<file path="config.mk">
export PLATFORM = sky130hd
export DESIGN_NAME = uart_tx_fifo_flat
export DESIGN_NICKNAME = d
export VERILOG_FILES = /design/src/rtl/uart_tx_fifo_if.sv /design/src/rtl/uart_tx_fifo.sv /design/src/flat_wrapper.sv
export SDC_FILE = /design/constraint.sdc
export NUM_CORES = 1
export LEC_CHECK = 0
export ABC_AREA = 0
export CAP_MARGIN = 20
export CORE_MARGIN = 3
export CORE_UTILIZATION = 62
export DETAILED_ROUTE_END_ITERATION = 8
export HOLD_SLACK_MARGIN = 0.06
export PLACE_DENSITY = 0.84
export SYNTH_ARGS = -nofsm -noshare
export SYNTH_HDL_FRONTEND = slang
export SYNTH_SLANG_ARGS = --single-unit
</file>
<file path="constraint.sdc">
create_clock -name clk_i -period 3.6 [get_ports clk_i]
set_clock_uncertainty 0.05 [all_clocks]
set_input_delay 0.9 -clock clk_i [delete_from_list [all_inputs] [get_ports clk_i]]
set_output_delay 0.9 -clock clk_i [all_outputs]
set_load 0.02 [all_outputs]
</file>
<file path="src/rtl/uart_tx_fifo_if.sv">
// uart_tx_fifo_if: CPU push side and uart_tx handshake side of the transmit FIFO.
// Rev 1.0
`default_nettype none

interface uart_tx_fifo_if #(
   parameter int DATA_W = 8,
   parameter int DEPTH  = 8
);
   localparam int PTR_W = $clog2(DEPTH);

   logic              wr_start_i;
   logic [DATA_W-1:0] wr_data_i;
   logic              busy_o;
   logic              flush_i;
   logic              tx_start_o;
   logic [DATA_W-1:0] tx_data_o;
   logic              tx_busy_i;
   logic [PTR_W:0]    level_o;
   logic              overflow_o;

   modport slave (
      input  wr_start_i, wr_data_i, flush_i, tx_busy_i,
      output busy_o, tx_start_o, tx_data_o, level_o, overflow_o
   );

   modport master (
      output wr_start_i, wr_data_i, flush_i, tx_busy_i,
      input  busy_o, tx_start_o, tx_data_o, level_o, overflow_o
   );
endinterface

`default_nettype wire

</file>
<file path="src/rtl/uart_tx_fifo.sv">
// uart_tx_fifo: circular byte buffer drained into uart_tx by a start/busy handshake FSM.
// Rev 1.0
`default_nettype none

module uart_tx_fifo #(
   parameter int DATA_W = 8,
   parameter int DEPTH  = 8
) (
   input  wire logic      clk_i,
   input  wire logic      rst_i,
   uart_tx_fifo_if.slave  bus
);
   localparam int PTR_W = $clog2(DEPTH);
   localparam logic [PTR_W:0] C_DEPTH = (PTR_W+1)'(DEPTH);
   localparam logic [1:0]     C_ACK_LAST = 2'd3;

   typedef enum logic [1:0] {
      S_IDLE      = 2'd0,
      S_LAUNCH    = 2'd1,
      S_WAIT_ACK  = 2'd2,
      S_WAIT_DONE = 2'd3
   } state_t;

   logic [DATA_W-1:0] r_mem [DEPTH];
   logic [PTR_W-1:0]  r_wr_ptr;
   logic [PTR_W-1:0]  r_rd_ptr;
   logic [PTR_W:0]    r_count;
   logic              r_overflow;
   logic [DATA_W-1:0] r_tx_data;
   logic [1:0]        r_ack_cnt;
   state_t            r_state;

   state_t            w_state_nxt;
   logic [1:0]        w_ack_cnt_nxt;
   logic              w_tx_start;
   logic              w_full;
   logic              w_push;
   logic              w_drop;
   logic              w_pop;
   logic              w_load;

   assign w_full = (r_count == C_DEPTH);
   assign w_push = bus.wr_start_i & ~bus.flush_i & ~w_full;
   assign w_drop = bus.wr_start_i & ~bus.flush_i &  w_full;
   // Pop is suppressed by flush because flush already empties the buffer.
   assign w_pop  = (r_state == S_LAUNCH) & ~bus.flush_i;
   assign w_load = (r_state == S_IDLE) & (w_state_nxt == S_LAUNCH);

   always_ff @(posedge clk_i) begin
      if (w_push) begin
         r_mem[r_wr_ptr] <= bus.wr_data_i;
      end
   end

   always_ff @(posedge clk_i or posedge rst_i) begin
      if (rst_i) begin
         r_wr_ptr   <= '0;
         r_rd_ptr   <= '0;
         r_count    <= '0;
         r_overflow <= 1'b0;
      end else if (bus.flush_i) begin
         r_wr_ptr   <= '0;
         r_rd_ptr   <= '0;
         r_count    <= '0;
         r_overflow <= 1'b0;
      end else begin
         if (w_push) begin
            r_wr_ptr <= r_wr_ptr + 1'b1;
         end
         if (w_pop) begin
            r_rd_ptr <= r_rd_ptr + 1'b1;
         end
         if (w_push && !w_pop) begin
            r_count <= r_count + 1'b1;
         end else if (w_pop && !w_push) begin
            r_count <= r_count - 1'b1;
         end
         if (w_drop) begin
            r_overflow <= 1'b1;
         end
      end
   end

   always_ff @(posedge clk_i or posedge rst_i) begin
      if (rst_i) begin
         r_state   <= S_IDLE;
         r_ack_cnt <= 2'd0;
         r_tx_data <= '0;
      end else begin
         r_state   <= w_state_nxt;
         r_ack_cnt <= w_ack_cnt_nxt;
         if (w_load) begin
            r_tx_data <= r_mem[r_rd_ptr];
         end
      end
   end

   always_comb begin
      w_state_nxt   = r_state;
      w_ack_cnt_nxt = r_ack_cnt;
      w_tx_start    = 1'b0;
      case (r_state)
         S_IDLE: begin
            if ((r_count != '0) && !bus.tx_busy_i && !bus.flush_i) begin
               w_state_nxt = S_LAUNCH;
            end
         end
         S_LAUNCH: begin
            w_tx_start    = 1'b1;
            w_ack_cnt_nxt = 2'd0;
            w_state_nxt   = S_WAIT_ACK;
         end
         S_WAIT_ACK: begin
            // A uart_tx that never reports busy must not stall the queue forever.
            if (bus.tx_busy_i) begin
               w_state_nxt = S_WAIT_DONE;
            end else if (r_ack_cnt == C_ACK_LAST) begin
               w_state_nxt = S_IDLE;
            end else begin
               w_ack_cnt_nxt = r_ack_cnt + 2'd1;
            end
         end
         S_WAIT_DONE: begin
            if (!bus.tx_busy_i) begin
               w_state_nxt = S_IDLE;
            end
         end
         default: begin
            w_state_nxt = S_IDLE;
         end
      endcase
   end

   assign bus.busy_o     = w_full;
   assign bus.tx_start_o = w_tx_start;
   assign bus.tx_data_o  = r_tx_data;
   assign bus.level_o    = r_count;
   assign bus.overflow_o = r_overflow;

endmodule

`default_nettype wire

</file>
<file path="src/flat_wrapper.sv">
// flat-port wrapper written by rule: the top's interface ports become plain ports
module uart_tx_fifo_flat 
#(
   parameter int DATA_W = 8,
   parameter int DEPTH  = 8
)
  (clk_i, rst_i, bus_wr_start_i, bus_wr_data_i, bus_flush_i, bus_tx_busy_i, bus_busy_o, bus_tx_start_o, bus_tx_data_o, bus_level_o, bus_overflow_o);
  uart_tx_fifo_if #(.DATA_W(DATA_W), .DEPTH(DEPTH)) bus_i ();
  input  wire logic clk_i;
  input  wire logic rst_i;
  input wire logic [$bits(bus_i.wr_start_i)-1:0] bus_wr_start_i;
  input wire logic [$bits(bus_i.wr_data_i)-1:0] bus_wr_data_i;
  input wire logic [$bits(bus_i.flush_i)-1:0] bus_flush_i;
  input wire logic [$bits(bus_i.tx_busy_i)-1:0] bus_tx_busy_i;
  output wire logic [$bits(bus_i.busy_o)-1:0] bus_busy_o;
  output wire logic [$bits(bus_i.tx_start_o)-1:0] bus_tx_start_o;
  output wire logic [$bits(bus_i.tx_data_o)-1:0] bus_tx_data_o;
  output wire logic [$bits(bus_i.level_o)-1:0] bus_level_o;
  output wire logic [$bits(bus_i.overflow_o)-1:0] bus_overflow_o;
  assign bus_i.wr_start_i = bus_wr_start_i;
  assign bus_i.wr_data_i = bus_wr_data_i;
  assign bus_i.flush_i = bus_flush_i;
  assign bus_i.tx_busy_i = bus_tx_busy_i;
  assign bus_busy_o = bus_i.busy_o;
  assign bus_tx_start_o = bus_i.tx_start_o;
  assign bus_tx_data_o = bus_i.tx_data_o;
  assign bus_level_o = bus_i.level_o;
  assign bus_overflow_o = bus_i.overflow_o;
  uart_tx_fifo #(.DATA_W(DATA_W), .DEPTH(DEPTH)) u_core (.clk_i(clk_i), .rst_i(rst_i), .bus(bus_i));
endmodule
</file>
==> results by group <==
Critical path
  • Crit path kind: flip-flop to output pin
  • Crit. End Element: output pin
  • Largest fanout on the critical path: 6
  • Worst r2r src: u_core.bus.level_o[0]
  • Critical Path RT: 2.65 ns
  • End of the worst register-to-register path: u_core.bus.level_o[3]
  • Worst R2R Setup Slack: 1.18 ns
  • Startpoint Class: flip-flop
  • Worst r2r path cells: 7
  • Arrival time worst endpoint: 2.29 ns

Synthesis
  • Sequential area share after synthesis: 68.7%
  • Yosys cell types: 40
  • Post-Synthesis Cells: 223
  • Syn nets: 242
  • Syn. warnings: 0
  • Number of synthesized flops with an enable pin: 64
  • Number of synthesized register bits: 87
  • Ys async rst share: 26.4%
  • Dominant synthesized flop cell: edfxtp_1
  • Avg Cell Area, Syn: 16.3 µm²
  • Mapped Area: 3640 µm²

Min path
  • Hold Crit Endpoint: u_core.r_ack_cnt[1]
  • Hold Path Depth: 2
  • Hold Crit Class: flip-flop to flip-flop
  • Worst hold path startpoint: u_core.r_ack_cnt[1]

Routing
  • Total number of vias: 1966
  • Drt wl/cell: 18.3 µm
  • DR iter-0 viols: 136
  • 1st-pass router iterations: 4
  • Post-route ant nets: 0
  • DRC Markers: 0
  • Final wirelength: 6250 µm
  • Vias per Instance: 5.77

GRT
  • Largest net degree at the start of global routing: 24
  • GRT Overall Usage: 21.1%
  • Initial antenna violation count: 0
  • First-pass GRT wire length: 9930 µm
  • Grt ovf: 0
  • Vias in the first global route: 1949

Power
  • Switch share: 31.5%
  • Tot Pwr: 2.79 mW
  • Leak: 1.49 nW
  • PD cells: 660 nW/µm²
  • Clock share of power: 24.6%
  • Peak VDD IR: 0.000387 V
  • Comb power frac: 28.7%
  • P_int: 1.91 mW
  • Sequential share of power: 46.7%
  • P_sw: 0.879 mW

Timing
  • Crit path time final: 3.24 ns
  • Final period utilization: 89.9%
  • Final setup fails: 0
  • Unrepaired setup endpoints after global routing: false
  • Worst Max-Slew Pin Slew: 0.835 ns
  • Final Hold Viols: 0
  • FMAX: 309 MHz
  • Rel. slew slack: 44.3%
  • Max-slew violations: 0
  • Setup TNS: 0 ns

Place
  • Hpwl dp: 4280 µm
  • Gpl congestion: 0.802
  • Post-Place Cell Area: 4020 µm²
  • Number of port buffers: 27

Outcome
  • Status: finished clean

Floorplan
  • Top Ports: 28
  • Row cnt: 27
  • Die height: 82.6 µm
  • Die ar.: 6820 µm²
  • Die X: 82.6 µm
  • Core ar.: 5610 µm²
  • Starting Density: 64.9%

Flow run
  • Total of max-cap violations: 0

Cells and area
  • Synthesis-to-layout area growth: 16.1%
  • ANT cells: 0
  • Fin nets: 283
  • Post-route cell area: 4220 µm²
  • Fraction of layout cells with a size suffix above 1: 21.2%

CTS
  • Worst skew pair latency: 0.35 ns
  • Root Driver: clkbuf_8
  • Setup bufs post-CTS: 0
  • # hold bufs at CTS: 0
  • Clk slew on worst S/H paths: 0.09 ns
  • CTS sink count: 87
  • CTS buffer count: 9
  • CTS tree: built
  • H-tree depth: 3
  • Post-CTS Resized: 0
  • Clock buffer depth: 2
[worst max path at each step]
stage,start,endpoint,slack [ns],cells past startpoint
after floorplan,bus_flush_i,u_core.r_mem[0][0],0.74,4
after global placement,bus_wr_start_i,u_core.bus.level_o[3],0.56,8
after detailed placement,bus_wr_start_i,u_core.bus.level_o[3],0.46,8
after CTS,u_core.bus.level_o[0],bus_busy_o,0.34,3
after global routing,u_core.bus.level_o[0],bus_busy_o,0.26,3
final,u_core.bus.level_o[0],bus_busy_o,0.36,3
[power by group through the flow]
stage | clock network (mW) | registers (mW) | logic [mW]
detailed placement | 0 | 1.32 | 0.807
finish | 0.686 | 1.30 | 0.800
CTS | 0.699 | 1.30 | 0.809
global route | 0.738 | 1.32 | 0.883
global placement | 0 | 1.32 | 0.782
floorplan | 0 | 1.37 | 0.492
[per-stage QoR]
stage | instances | worst slack [ns] | hold WS (ns) | utilization (%)
floorplan | 223 | 0.738 | 0.415 | -
global placement | 325 | 0.560 | 0.432 | 71.7
detailed placement | 325 | 0.464 | 0.444 | 71.7
CTS | 341 | 0.344 | 0.461 | 75.3
global route | 341 | 0.262 | 0.515 | 75.3
finish | 341 | 0.364 | 0.462 | 75.3
[sequential cells by signal (all words and copies together) (netlist names)]
| register | flops |
|---|---|
| u_core.bus.tx_data_o | 8 |
| u_core.r_ack_cnt | 2 |
| u_core.r_state | 2 |
| u_core.r_wr_ptr | 3 |
| u_core.r_mem | 64 |
| u_core.bus.overflow_o | 1 |
| u_core.r_rd_ptr | 3 |
| u_core.bus.level_o | 4 |
[kinds of logic after synthesis]
kind of cell    synth area share, %
compound gates                 4.78
xor+xnor                      0.963
fa+ha+maj                      2.27
buf+inv                        2.65
flops                          68.7
mux                            12.7
simple gates                   7.98
[synthesized netlist by cell type, types with 2 or more instances]
cell type,instances,share of area (%)
edfxtp_1,64,53
dfrtp_1,23,16
nor2_1,18,1.9
mux4_2,16,9.9
nand2_1,14,1.4
a21oi_1,10,1.4
mux2i_1,9,2.5
inv_1,6,0.62
nand3_1,6,0.83
ha_1,5,1.7
nor3_1,5,0.69
o21ai_0,4,0.55
a21oi_2,3,0.72
buf_6,3,0.93
nand2b_1,3,0.52
xor2_1,3,0.72
buf_2,2,0.28
buf_4,2,0.41
clkbuf_1,2,0.21
inv_2,2,0.21
nor2b_1,2,0.34
nor4_1,2,0.34
o22ai_1,2,0.34
[final cells by class]
class	instances	area, µm²
tap	72	90.1
inverter	8	30.0
fill	344	1380
timing repair buffer	39	360
clock inverter	7	78.8
multi-input combinational	119	1040
sequential	87	2500
clock buffer	9	124
[worst max-delay path, cell delays in order (launching register included)]
cell and delay (ns):
dfrtp_1 0.43, or4b_1 0.73, inv_2 0.15, clkdlybuf4s50_1 0.61
[cell usage in the layout, fill, tap and decap left out, types with 2 or more instances in the layout]
master,instances
a21oi_1,10
a21oi_2,3
buf_4,12
clkbuf_8,9
clkdlybuf4s50_1,27
clkinvlp_4,2
dfrtp_1,23
edfxtp_1,64
ha_1,5
inv_1,6
inv_2,2
inv_6,2
mux2i_1,9
mux4_2,16
nand2_1,14
nand2b_1,3
nand3_1,6
nor2_1,18
nor2b_1,2
nor3_1,5
nor4_1,2
o21ai_0,4
o22ai_1,2
xor2_1,3
[metal layers]
layer | track usage [%] | part of all wire, % | vias to the layer above
li1 | - | - | 926
met3 | 5.53 | 4.3 | 10
met1 | 28.0 | 44 | 973
met2 | 33.3 | 50 | 57
met5 | 0 | 0 | -
met4 | 8.99 | 1.7 | 0
(Power assumes the default switching activity.)
==> variant 1: new RTL, same flow settings <==
`DATA_W` is set to 8 in 3 places; all go to 6.
--- a/src/rtl/uart_tx_fifo_if.sv
+++ b/src/rtl/uart_tx_fifo_if.sv
@@ -3,7 +3,7 @@
 `default_nettype none
 
 interface uart_tx_fifo_if #(
-   parameter int DATA_W = 8,
+   parameter int DATA_W = 6,
    parameter int DEPTH  = 8
 );
    localparam int PTR_W = $clog2(DEPTH);
--- a/src/rtl/uart_tx_fifo.sv
+++ b/src/rtl/uart_tx_fifo.sv
@@ -3,7 +3,7 @@
 `default_nettype none
 
 module uart_tx_fifo #(
-   parameter int DATA_W = 8,
+   parameter int DATA_W = 6,
    parameter int DEPTH  = 8
 ) (
    input  wire logic      clk_i,
--- a/src/flat_wrapper.sv
+++ b/src/flat_wrapper.sv
@@ -1,7 +1,7 @@
 // flat-port wrapper written by rule: the top's interface ports become plain ports
 module uart_tx_fifo_flat 
 #(
-   parameter int DATA_W = 8,
+   parameter int DATA_W = 6,
    parameter int DEPTH  = 8
 )
   (clk_i, rst_i, bus_wr_start_i, bus_wr_data_i, bus_flush_i, bus_tx_busy_i, bus_busy_o, bus_tx_start_o, bus_tx_data_o, bus_level_o, bus_overflow_o);
Interface: changed (resized bus_tx_data_o and bus_wr_data_i); port bits go from 28 to 24. No check against the original RTL was run, so the function may have changed too.
==> variant 1 against the original RTL <==
  * Wire length shrank 13%
  * Setup slack better by 0.20 ns
  * Sequential cell count is 18 lower
  * Global-route usage is 1.5 points higher
  * Critical path depth did not move
  * Register-to-register slack improved by 0.09 ns
  * Design area shrank 20%
  * Die area down 18%
  * Maximum frequency rose by 6.7%
  * Power decreased by 19%
  * Synthesized area fell by 19%
  * Critical path type unchanged
  * Critical endpoint unchanged
  * Largest cell class unchanged
==> variant 1: results <==
[outcome]
outcome = "finished clean"

[critical_path]
cp.arrival_ns = 2.08
slowest_delay_ns = 0.61
cp_max_fo = 7
r2r-start = "u_core.bus.level_o[3]$_DFFE_PP0P_"
cpMaxStageDelayCell = "clkdlybuf4s50_1"

[layout]
seq-cell-share_pct = 57.9
nets = 243
nMultiInputCombCells = 110
layout.nonclk_buf_share_pct = 8.10
nNonClkInverters = 7
drive_gt1_share_pct = 16.5
fillers = 270

[placement]
pre_cts_slack_ns = 0.579
gp_congestion = 0.892
placed_area_um2 = 3240
hpwlAfterDp_mm = 3.86

[detailed_routing]
drt-total-wl_mm = 5.43
dr_wl_met2_mm = 2.82
wl_met1_mm = 2.33
met3_length_um = 194

[sta]
tightestPinTransition_ns = 0.841

[clock_network]
clk_latency_ns = 0.33

[logic_synthesis]
ys_seq_area_share_pct = 67.0
synth_area_leaders = "edfxtp_1 (49%), dfrtp_1 (18%), mux4_2 (9.2%)"
synth-edff-count = 48
synth.distinct_cells = 38
synth_nets = 209

[global_routing]
grt_pass1_wl_mm = 8.78
use_met2_pct = 36.5
grt_util_met1_pct = 30.1
grt_max_degree = 22

[floorplanning]
core_region_area_um2 = 4470

[pwr]
power.internal_mw = 1.53
## variant 1: worst reg2reg max path, cell delays in order (launching register included)
cell and delay (ns):
dfrtp_1 0.48, or4b_4 0.56, nand3_1 0.18, ha_1 0.29, a21oi_1 0.23, nand2_1 0.12
mux2i_1 0.20, o211ai_1 0.10
## variant 1: final timing paths
path	slack, ns	cells past startpoint	end
worst max register to register	1.27	7	u_core.bus.level_o[3]$_DFFE_PP0P_
worst max-delay path	0.57	3	bus_busy_o
max in group asynchronous	2.02	2	u_core.bus.overflow_o$_DFFE_PP0P_
worst min register to register	0.48	2	u_core.r_ack_cnt[1]$_DFFE_PP0P_
worst min-delay path	0.48	2	u_core.r_ack_cnt[1]$_DFFE_PP0P_
min in group asynchronous	0.97	2	u_core.bus.tx_data_o[2]$_DFFE_PP0P_
## variant 1: power by group through the flow
stage / clock [mW] / combinational (mW) / sequential, mW
finish: 0.512 / 0.660 / 1.08
global route: 0.560 / 0.727 / 1.10
CTS: 0.521 / 0.663 / 1.08
detailed placement: 0 / 0.658 / 1.10
global placement: 0 / 0.630 / 1.09
floorplan: 0 / 0.404 / 1.11
## variant 1: kinds of logic after synthesis
logic type | count (synthesis) | share of synthesized area, %
and+or+nand+nor | 54 | 9.21
xor gates and xnor gates | 4 | 1.19
muxes | 21 | 12.3
buffers and inverters | 13 | 2.26
adders and majority gates | 6 | 2.81
AOI/OAI and AO/OA | 25 | 5.16
DFF | 69 | 67.0
## variant 1: per-stage QoR
step / power [mW] / utilization [%] / instances
floorplan: 1.51 / - / 192
global placement: 1.72 / 72.4 / 267
detailed placement: 1.76 / 72.4 / 267
CTS: 2.27 / 76.0 / 283
global route: 2.39 / 76.0 / 283
finish: 2.25 / 76.0 / 283
==> variant 2: new RTL, config.mk and constraints unchanged <==
Made on the original files. The 4 states of `state_t` get a one-hot encoding in 4 bits.
--- a/src/rtl/uart_tx_fifo.sv
+++ b/src/rtl/uart_tx_fifo.sv
@@ -14,11 +14,11 @@
    localparam logic [PTR_W:0] C_DEPTH = (PTR_W+1)'(DEPTH);
    localparam logic [1:0]     C_ACK_LAST = 2'd3;
 
-   typedef enum logic [1:0] {
-      S_IDLE      = 2'd0,
-      S_LAUNCH    = 2'd1,
-      S_WAIT_ACK  = 2'd2,
-      S_WAIT_DONE = 2'd3
+   typedef enum logic [3:0] {
+      S_IDLE      = 4'b0001,
+      S_LAUNCH    = 4'b0010,
+      S_WAIT_ACK  = 4'b0100,
+      S_WAIT_DONE = 4'b1000
    } state_t;
 
    logic [DATA_W-1:0] r_mem [DEPTH];
Formal check against the unedited RTL: same outputs for any inputs over 10 cycles, from zero or initial values and one cycle with rst_i high; not proved beyond that.
==> variant 2 against the original RTL <==
  * Setup slack worse by 0.034 ns
  * Via count up 3.9%
  * Sequential share of layout area down 0.62 points
  * Synthesized area up 1.6%
  * Design area up 3.1%
  * Sequential cell count up 2
  * Core utilization up 1.9 points
  * Wire length up 11%
  * Critical path depth unchanged
  * Critical path type unchanged
  * Critical endpoint unchanged
  * Largest cell class unchanged
  * Highest routed layer unchanged
Power is not compared: it rests on default switching activity, and its combinational part moved more than twofold at a synthesized area within 25%.
==> variant 2: results <==
[detailed_routing]
met3_length_um = 458
dr_wl_met2_mm = 3.57
drt-total-wl_mm = 6.96
vias = 2042
via_per_inst = 5.85
wl_met1_mm = 2.80

[layout]
nNonClkBuffers = 43
fillers = 331
nMultiInputCombCells = 121
nets = 291
synthToLayoutAreaGrowth_pct = 17.9
multi_input_area_um2 = 1080
clk_share_pct = 4.60
layout.nonclk_buf_share_pct = 9.42
seq-cell-share_pct = 58.5

[logic_synthesis]
ys_ff_latch = 89
synthCells = 228
postSynthAreaPerCell_um2 = 16.2
synth_common_cells = "edfxtp_1 (64), dfrtp_1 (24), nand2_1 (17)"
synth_area_leaders = "edfxtp_1 (52%), dfrtp_1 (16%), mux4_2 (9.8%)"

[sta]
tightestPinTransition_ns = 0.842
hold_slack_ns = 0.435
fmax_mhz = 306

[placement]
place_inst = 332
gp_congestion = 0.840

[critical_path]
ff2ff_path_depth = 8
cp.arrival_ns = 2.32
r2r_setup_slack_ns = 0.87

[global_routing]
grt_pass1_wl_mm = 11.6
use_met3_pct = 6.85
grt_max_degree = 26
grtUsageTotal_pct = 22.5

[outcome]
outcome = "finished clean"

[hold_path]
worstHoldStart = "u_core.bus.tx_data_o[6]$_DFFE_PP0P_"

[pwr]
p_total_mw = 2.19
-- variant 2: changes by cell type in the layout (fill, tap and decap cells not counted), moves of 3 or more --
cell / delta
nor4b_2: +3
o21ai_0: +8
nand2_1: +3
nor2_1: -9
buf_4: +3
mux2i_1: +3
o21ai_1: +3
a21oi_1: -5
a21oi_2: -3
-- variant 2: cell families (layout without fill, tap and decap cells) --
| family | after synthesis | in the layout | share of synthesized area (%) |
|---|---|---|---|
| AO/OA/AOI/OAI | 29 | 29 | 4.64 |
| XOR/XNOR | 5 | 5 | 1.19 |
| adder cells (fa/ha/maj) | 6 | 6 | 2.24 |
| buffers and inverters | 18 | 67 | 2.20 |
| flip-flops | 89 | 89 | 69.0 |
| multiplexers | 28 | 28 | 13.0 |
| AND/OR/NAND/NOR | 53 | 53 | 7.75 |
